==> config.mk <==
export PLATFORM = sky130hd
export DESIGN_NAME = dmem_bridge
export DESIGN_NICKNAME = d
export VERILOG_FILES = /design/src/rtl/dmem_bridge.sv
export SDC_FILE = /design/constraint.sdc
export NUM_CORES = 1
export LEC_CHECK = 0
export ABC_AREA = 0
export ABC_CLOCK_PERIOD_IN_PS = 5700
export CORE_MARGIN = 1
export CORE_UTILIZATION = 45
export CTS_BUF_LIST = sky130_fd_sc_hd__clkbuf_16
export DETAILED_ROUTE_END_ITERATION = 8
export HOLD_SLACK_MARGIN = 0.1
export PLACE_DENSITY = 0.9
export RECOVER_POWER = 50
export SYNTH_ARGS = -nofsm -noshare
export SYNTH_HDL_FRONTEND = slang
export SYNTH_SLANG_ARGS = --single-unit
==> constraint.sdc <==
create_clock -name clk -period 5.7 [get_ports clk]
set_clock_uncertainty 0.05 [all_clocks]
set_input_delay 1.14 -clock clk [delete_from_list [all_inputs] [get_ports clk]]
set_output_delay 1.14 -clock clk [all_outputs]
set_load 0.02 [all_outputs]
==> src/rtl/dmem_bridge.sv <==
// Data-memory bridge: turns the core's level-held load/store request into a
// single-outstanding valid/ready bus transaction and returns a one-cycle
// completion pulse. Misaligned accesses and dead-bus timeouts complete with
// core_err set, so retire can never hang on the memory port.
module dmem_bridge #(
  parameter int unsigned TIMEOUT_CYCLES = 255,
  parameter int unsigned ADDR_W         = 32
) (
  input  logic              clk,
  input  logic              rst,
  input  logic              core_wr_en,
  input  logic              core_rd_en,
  input  logic [ADDR_W-1:0] core_addr,
  input  logic [31:0]       core_wdata,
  output logic              core_valid,
  output logic [31:0]       core_rdata,
  output logic              core_err,
  output logic              bus_req_valid,
  input  logic              bus_req_ready,
  output logic              bus_req_we,
  output logic [ADDR_W-1:0] bus_req_addr,
  output logic [31:0]       bus_req_wdata,
  input  logic              bus_resp_valid,
  input  logic [31:0]       bus_resp_rdata
);

  typedef enum logic [1:0] {StIdle, StReq, StWait, StDone} state_e;

  // One extra bit so the incremented count can be compared without wrapping.
  localparam logic [16:0] TimeoutLimit = 17'(TIMEOUT_CYCLES);

  state_e            state_q, state_d;
  logic [15:0]       cnt_q, cnt_d;
  logic [16:0]       cnt_inc;
  logic              we_q, we_d;
  logic [ADDR_W-1:0] addr_q, addr_d;
  logic [31:0]       wdata_q, wdata_d;
  logic              req_valid_q, req_valid_d;
  logic              core_valid_q, core_valid_d;
  logic [31:0]       rdata_q, rdata_d;
  logic              err_q, err_d;

  assign cnt_inc = {1'b0, cnt_q} + 17'd1;

  // Next-state and registered-output logic; completion outputs default to 0
  // so they are high only in the single DONE cycle.
  always_comb begin
    state_d      = state_q;
    cnt_d        = cnt_q;
    we_d         = we_q;
    addr_d       = addr_q;
    wdata_d      = wdata_q;
    req_valid_d  = req_valid_q;
    core_valid_d = 1'b0;
    rdata_d      = 32'h0;
    err_d        = 1'b0;

    unique case (state_q)
      StIdle: begin
        if (core_wr_en || core_rd_en) begin
          we_d    = core_wr_en;
          addr_d  = {core_addr[ADDR_W-1:2], 2'b00};
          wdata_d = core_wdata;
          if (core_addr[1:0] != 2'b00) begin
            // Misaligned: complete with error, never touch the bus.
            state_d      = StDone;
            core_valid_d = 1'b1;
            err_d        = 1'b1;
          end else begin
            state_d     = StReq;
            req_valid_d = 1'b1;
            cnt_d       = 16'h0;
          end
        end
      end

      StReq: begin
        cnt_d = cnt_inc[15:0];
        if (cnt_inc == TimeoutLimit) begin
          state_d      = StDone;
          req_valid_d  = 1'b0;
          core_valid_d = 1'b1;
          err_d        = 1'b1;
        end else if (bus_req_ready) begin
          state_d     = StWait;
          req_valid_d = 1'b0;
        end
      end

      StWait: begin
        cnt_d = cnt_inc[15:0];
        // A response landing in the final cycle still counts as a success.
        if (bus_resp_valid) begin
          state_d      = StDone;
          core_valid_d = 1'b1;
          rdata_d      = we_q ? 32'h0 : bus_resp_rdata;
        end else if (cnt_inc == TimeoutLimit) begin
          state_d      = StDone;
          core_valid_d = 1'b1;
          err_d        = 1'b1;
        end
      end

      StDone: begin
        // Request levels are deliberately not sampled here.
        state_d = StIdle;
      end

      default: begin
        state_d     = StIdle;
        req_valid_d = 1'b0;
      end
    endcase
  end

  // State and output registers with synchronous reset.
  always_ff @(posedge clk) begin
    if (rst) begin
      state_q      <= StIdle;
      cnt_q        <= 16'h0;
      we_q         <= 1'b0;
      addr_q       <= '0;
      wdata_q      <= 32'h0;
      req_valid_q  <= 1'b0;
      core_valid_q <= 1'b0;
      rdata_q      <= 32'h0;
      err_q        <= 1'b0;
    end else begin
      state_q      <= state_d;
      cnt_q        <= cnt_d;
      we_q         <= we_d;
      addr_q       <= addr_d;
      wdata_q      <= wdata_d;
      req_valid_q  <= req_valid_d;
      core_valid_q <= core_valid_d;
      rdata_q      <= rdata_d;
      err_q        <= err_d;
    end
  end

  assign core_valid    = core_valid_q;
  assign core_rdata    = rdata_q;
  assign core_err      = err_q;
  assign bus_req_valid = req_valid_q;
  assign bus_req_we    = we_q;
  assign bus_req_addr  = addr_q;
  assign bus_req_wdata = wdata_q;

endmodule

==> results of run 1 <==
==> registers in the layout, summed over array words and instances, names as in the netlist <==
| signal | flops |
|---|---|
| state_q | 2 |
| cnt_q | 16 |
| core_err | 1 |
| core_rdata | 32 |
| bus_req_addr | 30 |
| bus_req_we | 1 |
| bus_req_wdata | 32 |
| core_valid | 1 |
| bus_req_valid | 1 |
==> final cells by class <==
type / count / share of cell area
Antenna cell: 1 / 0.000352
Clock buffer: 17 / 0.0598
Clock inverter: 15 / 0.0285
Inverter: 8 / 0.00422
Multi-Input combinational cell: 369 / 0.275
Sequential cell: 116 / 0.326
Tap cell: 129 / 0.0227
Timing Repair Buffer: 203 / 0.283
==> layer usage <==
| metal | part of all wire | GRT usage | vias to the layer above |
|---|---|---|---|
| met2 | 0.52 | 0.481 | 179 |
| met4 | 0.033 | 0.130 | 0 |
| met5 | 0 | 0 | - |
| met3 | 0.078 | 0.101 | 28 |
| met1 | 0.36 | 0.277 | 2061 |
| li1 | - | - | 2140 |
==> layout by cell type (no fill, tap or decap), types with 3 or more instances in the layout <==
| cell type | n |
|---|---|
| bufinv_16 | 4 |
| nor3_1 | 12 |
| clkinvlp_4 | 3 |
| and2_1 | 33 |
| xnor2_1 | 4 |
| dlygate4sd3_1 | 92 |
| and4_1 | 4 |
| dfxtp_1 | 116 |
| nand3_1 | 8 |
| a21oi_1 | 81 |
| clkbuf_16 | 17 |
| inv_1 | 9 |
| and3_1 | 4 |
| nand4_1 | 3 |
| a21o_1 | 7 |
| a31oi_1 | 3 |
| nor2_1 | 25 |
| ha_1 | 7 |
| o21ai_0 | 8 |
| clkdlybuf4s50_1 | 106 |
| inv_6 | 5 |
| buf_4 | 3 |
| nand2_1 | 133 |
==> worst paths after layout <==
path                            to  cells past startpoint  slack (ns)
setup reg to reg          core_err                      7        2.13
hold / removal    bus_req_addr[12]                      2        0.40
setup / recovery          core_err                      6        1.51
hold reg to reg   bus_req_addr[12]                      2        0.40
==> logic make-up (layout without fill, tap and decap cells) <==
logic type | Yosys count | after routing | share of synthesized area
AO/OA/AOI/OAI | 113 | 113 | 0.144
XOR/XNOR | 5 | 5 | 0.00992
adder cells (fa/ha/maj) | 7 | 7 | 0.0198
buffers and inverters | 44 | 243 | 0.0394
flip-flops | 116 | 116 | 0.526
multiplexers | 3 | 3 | 0.00708
other | 1 | 3 | 0.000849
AND/OR/NAND/NOR | 239 | 239 | 0.253
==> critical path, stage by stage <==
cell and delay, ns:
dlygate4sd3_1 0.61, o21ai_4 0.15, clkbuf_1 1.94, nor2_1 0.24
a21oi_1 0.23, nor3_1 0.06
==> report_power, final <==
part | switching (mW) | internal, mW | total [mW]
registers | 0.0633 | 0.938 | 1.00
clock network | 0.390 | 0.735 | 1.12
logic | 0.612 | 0.393 | 1.00
==> through the flow <==
stage / power (mW) / worst slack, ns / util / instances / area (um^2)
3_5_place_dp: 2.05 / 1.95 / 0.692 / 825 / 6490
3_3_place_gp: 2.01 / 2.13 / 0.692 / 825 / 6490
5_1_grt: 3.29 / 1.24 / 0.759 / 858 / 7110
4_1_cts: 3.19 / 2.39 / 0.759 / 857 / 7120
2_1_floorplan: 1.60 / 3.06 / - / 529 / 4420
6_report: 3.13 / 1.51 / 0.759 / 858 / 7110
==> reports/summary.txt, run 1 <==
======================================================================================================
Outcome                                                                                   finished, violations left
Failing checks                                                                            max-capacitance violations, max-slew violations
Post-detailed-route count of antenna-violating nets                                                  0
Number of buffers inserted for hold repair after clock tree synthesis                                0
EDFF count, synth                                                                                    0
Mean post-synth cell area                                                                    8.36 um^2
Sequential share of the synthesized area                                                         0.526
Root buffer cell                                                                             clkbuf_16
DIE HEIGHT                                                                                      101 um
Area grow syn2layout                                                                             61.1%
Synth top area cells                                                                      dfxtp_1 53%, nand2_1 11%, a21oi_1 9.2%
Total Wirelength                                                                               13.7 mm
Number of buffers created by CTS                                                                    17
Count of cell types in the netlist                                                                  49
Worst-Margin Slew                                                                              2.76 ns
First-pass GRT wire length                                                                     21.1 mm
CTS resizes                                                                                          0
Worst EP arrival                                                                               4.39 ns
Dpl hpwl                                                                                       9.36 mm
Number of setup buffers added after CTS                                                              0
Filler cells                                                                                       608
Layout cell share with drive strength beyond 1                                                  0.0673
Post-synth top cells                                                                      133 x nand2_1, 116 x dfxtp_1, 81 x a21oi_1
Crit share post-route                                                                            0.734
Die area                                                                                    10200 um^2
Dominant cell type by area after synthesis                                                     dfxtp_1
Worst-case clock buffer depth                                                                        2
Number of hold violations in the final report                                                        0
Highest clock rate                                                                             239 MHz
Drt drc                                                                                              0
Total Neg Setup Slack                                                                             0 ns
Critical path launch point                                                                  core_wr_en
Worst Setup Path Type                                                                        in -> reg
Final nets                                                                                         824
Worst min path class                                                                        reg -> reg
Final Slew Violations                                                                               65
Flip-flop and latch count after synthesis                                                          116
Vias in the first global route                                                                    4254
First-pass iteration count of the detailed router                                                    4
Via count                                                                                         4408
Headroom to the max-slew limit                                                                  -0.840
Share of the synthesized area in the top cell type                                               0.526
Clock transition at the register clock pins on the worst setup and hold paths after CTS        0.05 ns
Maximum number of pins on one net before global-route repair                                        87
Total area of multi-input combinational cells                                                1960 um^2
Area taken by flip-flops and latches                                                         2320 um^2
Mean number of vias per cell                                                                      5.14
Total of endpoints with negative setup slack in the final report                                     0
IO Pins                                                                                            202
Netlist area before placement                                                                4420 um^2
Count of input and output buffers                                                                  199
Most repeated cell in the gate-level netlist after synthesis                                   nand2_1
GP Congestion                                                                                    0.891
Clock sink count                                                                                   116
Worst Hold Slack                                                                              0.398 ns
Share of flip-flops with an asynchronous set or reset after synthesis                                0
Worst Path Required                                                                            5.90 ns
Worst Min Path Start                                                                      bus_req_addr[12]
TritonCTS clock tree                                                                             built
Initial Util                                                                                     0.471
Core area                                                                                    9370 um^2
DRT iter0 DRCs                                                                                     207
Post-layout min period                                                                         4.19 ns
Gate count after technology mapping                                                                528
Site Rows                                                                                           35
Avg WL per Cell                                                                                16.0 um
Max-Cap Viols                                                                                        1
Largest fanout on the critical path                                                                 64
Htree depth                                                                                          4
YS warnings                                                                                          0
Setup repair after global routing missed its margin                                                 no
Clock latency reported for the late side of the worst-skew pair                                0.41 ns
Congestion Overflow GR                                                                               0
Dominant register cell in the synthesized netlist                                              dfxtp_1
Power Dens Cells                                                                           440 nW/um^2
Global-route total usage across every layer                                                      0.270
Origin of the critical flop-to-flop path                                                    state_q[0]
Initial antenna violation count                                                                      1
Peak ir drop on the vdd network                                                               0.238 mV
Startpoint class of the critical path                                                     primary input
Leakage                                                                                        2.98 nW
Horizontal die dimension                                                                        101 um
Nature of the critical path endpoint                                                         flip-flop
======================================================================================================
(Power assumes the default switching activity.)
==> run 2: changes to the inputs <==
--- a/config.mk
+++ b/config.mk
@@ -6,13 +6,13 @@
 export NUM_CORES = 1
 export LEC_CHECK = 0
 export ABC_AREA = 0
-export ABC_CLOCK_PERIOD_IN_PS = 5700
+export ABC_CLOCK_PERIOD_IN_PS = 4000
 export CORE_MARGIN = 1
-export CORE_UTILIZATION = 45
+export CORE_UTILIZATION = 41
 export CTS_BUF_LIST = sky130_fd_sc_hd__clkbuf_16
 export DETAILED_ROUTE_END_ITERATION = 8
 export HOLD_SLACK_MARGIN = 0.1
-export PLACE_DENSITY = 0.9
+export PLACE_DENSITY = 0.83
 export RECOVER_POWER = 50
 export SYNTH_ARGS = -nofsm -noshare
 export SYNTH_HDL_FRONTEND = slang
==> constraint.sdc (replaced) <==
create_clock -name clk -period 4 [get_ports clk]
set_clock_uncertainty 0.05 [all_clocks]
set_input_delay 0.8 -clock clk [delete_from_list [all_inputs] [get_ports clk]]
set_output_delay 0.8 -clock clk [all_outputs]
set_load 0.02 [all_outputs]
==> reports/summary.txt, run 2 (synthesized netlist as in run 1, its figures left out) <==
======================================================================================================
Worst min path class                                                                        reg -> reg
Worst EP arrival                                                                               3.13 ns   -1.26 ns
Clock sink count                                                                                   116   unchanged
Number of hold violations in the final report                                                        0   unchanged
Post-layout instance count excluding filler cells                                                  863   +0.58%
Site Rows                                                                                           37   +5.7%
R2r endpoint                                                                                state_q[0]
Largest fanout on the critical path                                                                  6   -91%
CTS resizes                                                                                          0   unchanged
Number of setup buffers added after CTS                                                              0   unchanged
Congestion Overflow GR                                                                               0   unchanged
Total Wirelength                                                                               13.4 mm   -2.1%
Total Neg Setup Slack                                                                             0 ns   unchanged
Post-layout min period                                                                         2.95 ns
Setup repair after global routing missed its margin                                                 no
Global-route total usage across every layer                                                      0.245   -0.0251
TritonCTS clock tree                                                                             built
Core area                                                                                   10400 um^2   +11%
First-pass iteration count of the detailed router                                                    4   unchanged
GP Congestion                                                                                    0.857   -3.8%
Slowest Stage Delay on Critical Path                                                           0.53 ns   -1.41 ns
First-pass GRT wire length                                                                     21.3 mm   +1.2%
Highest clock rate                                                                             339 MHz
Final nets                                                                                         825   +0.12%
Worst-case clock buffer depth                                                                        2   unchanged
Nature of the critical path endpoint                                                         flip-flop
Number of cells in the design after placement                                                      833   +0.97%
Worst Hold Slack                                                                              0.398 ns   +0.000103 ns
Root buffer cell                                                                             clkbuf_16
IO Pins                                                                                            202   unchanged
Peak ir drop on the vdd network                                                               0.279 mV   +17%
DRT iter0 DRCs                                                                                     283   +37%
Placed standard-cell area                                                                    6500 um^2   +0.25%
Max-Cap Viols                                                                                        0   -1
Final Slew Violations                                                                                0   -100%
Area taken by flip-flops and latches                                                         2320 um^2   unchanged
Hold Crit Depth                                                                                      2   unchanged
DIE HEIGHT                                                                                      106 um   +4.7%
Clock transition at the register clock pins on the worst setup and hold paths after CTS        0.05 ns   about the same
Worst-Margin Slew                                                                              1.31 ns   -1.45 ns
Dpl hpwl                                                                                       9.21 mm   -1.6%
End of the critical path                                                                    state_q[0]
Crit-path slowest cell                                                                          or4b_4
R2R setup slack                                                                                1.05 ns   -1.08 ns
Total of endpoints with negative setup slack in the final report                                     0   unchanged
Critical path launch point                                                                    cnt_q[0]
Drt drc                                                                                              0   unchanged
Area grow syn2layout                                                                             60.6%
Post-route setup slack                                                                         1.05 ns   -0.469 ns
Post-detailed-route count of antenna-violating nets                                                  0   unchanged
PnR Total Power                                                                                4.38 mW   +40%
Commonest non-fill, non-tap cell in the layout                                                 nand2_1
Mean number of vias per cell                                                                      5.11   -0.58%
Total area of multi-input combinational cells                                                1960 um^2   unchanged
Final cell area excluding filler cells                                                       7090 um^2   -0.33%
Power Dens Cells                                                                           618 nW/um^2   +40%
Depth of the most critical reg-to-reg path                                                           8   +1
Via count                                                                                         4408   unchanged
Filler cells                                                                                       809   +33%
Leakage                                                                                        2.98 nW   about the same
Startpoint class of the critical path                                                        flip-flop
Share of the core filled with cells                                                              0.684   -0.0754
Vias in the first global route                                                                    4391   +3.2%
Maximum number of pins on one net before global-route repair                                        86   -1.1%
Clock latency reported for the late side of the worst-skew pair                                0.40 ns   about the same
Antenna diode instance count                                                                         0   -1
Worst Setup Path Type                                                                       reg -> reg
Top library cells by usage in the layout, fill and taps aside                             133 x nand2_1, 116 x dfxtp_1, 106 x clkdlybuf4s50_1, 92 x dlygate4sd3_1, 81 x a21oi_1
Layout cell share with drive strength beyond 1                                                  0.0646   -0.00266
Initial antenna violation count                                                                      0   -1
Die area                                                                                    11200 um^2   +9.6%
Crit share post-route                                                                            0.739
Number of buffers created by CTS                                                                    17   unchanged
Horizontal die dimension                                                                        106 um   +4.7%
Headroom to the max-slew limit                                                                   0.127   +0.967
Number of buffers inserted for hold repair after clock tree synthesis                                0   unchanged
Avg WL per Cell                                                                                15.6 um   -2.6%
Origin of the critical flop-to-flop path                                                      cnt_q[0]
Worst Path Required                                                                            4.18 ns   -1.72 ns
Htree depth                                                                                          4   unchanged
Setup Slack @ Placement                                                                        1.11 ns   -0.843 ns
Cells along the critical path                                                             ha_1 > nand3_2 > or3_4 > a2111oi_2 > or4b_4 > nor3_2 > mux2i_1 > a221oi_1
Outcome                                                                                   finished, final reports clean
Count of input and output buffers                                                                  199   unchanged
Initial Util                                                                                     0.426   -0.0454
======================================================================================================
[run 2: cell count changes in the layout (fill, tap and decap cells not counted)]
| cell | delta |
|---|---|
| clkbuf_2 | +1 |
| clkinv_1 | +1 |
| clkinv_2 | +4 |
| clkinvlp_4 | -2 |
| diode_2 | -1 |
| inv_6 | -5 |
[run 2: worst min path at each step]
stage	slack, ns	to	start
after floorplan	0.46	cnt_q[7]	cnt_q[7]
after global placement	0.39	bus_req_wdata[25]	bus_req_wdata[25]
after detailed placement	0.40	bus_req_addr[3]	bus_req_addr[3]
after CTS	0.40	bus_req_addr[3]	bus_req_addr[3]
after global routing	0.41	bus_req_addr[25]	bus_req_addr[25]
final	0.40	bus_req_addr[3]	bus_req_addr[3]
[run 2: routing by layer]
metal | share of wire | track usage
met4 | 0.040 | 0.141
met5 | 0 | 0
met2 | 0.52 | 0.446
met3 | 0.068 | 0.0686
met1 | 0.37 | 0.249
[run 2: critical path: cells and delay by family (launching register included)]
kind | cells | cell delay [ns]
DFF | 1 | 0.41
adders and majority gates | 1 | 0.30
AOI/OAI and AO/OA | 2 | 0.41
muxes | 1 | 0.28
and+or+nand+nor | 4 | 1.36
[run 2: layout make-up]
| class | count | share of cell area |
|---|---|---|
| sequential | 116 | 0.328 |
| clock buffer | 17 | 0.0600 |
| timing repair buffer | 204 | 0.285 |
| tap | 136 | 0.0240 |
| inverter | 8 | 0.00424 |
| clock inverter | 13 | 0.0236 |
| multi-input combinational | 369 | 0.276 |
[run 2: power breakdown]
| group | leakage [nW] | total (mW) | switching [mW] | internal (mW) |
|---|---|---|---|---|
| sequential | 0.947 | 1.43 | 0.0877 | 1.34 |
| combinational | 1.74 | 1.44 | 0.874 | 0.562 |
| clock | 0.294 | 1.52 | 0.497 | 1.02 |
| total | 2.98 | 4.38 | 1.46 | 2.92 |
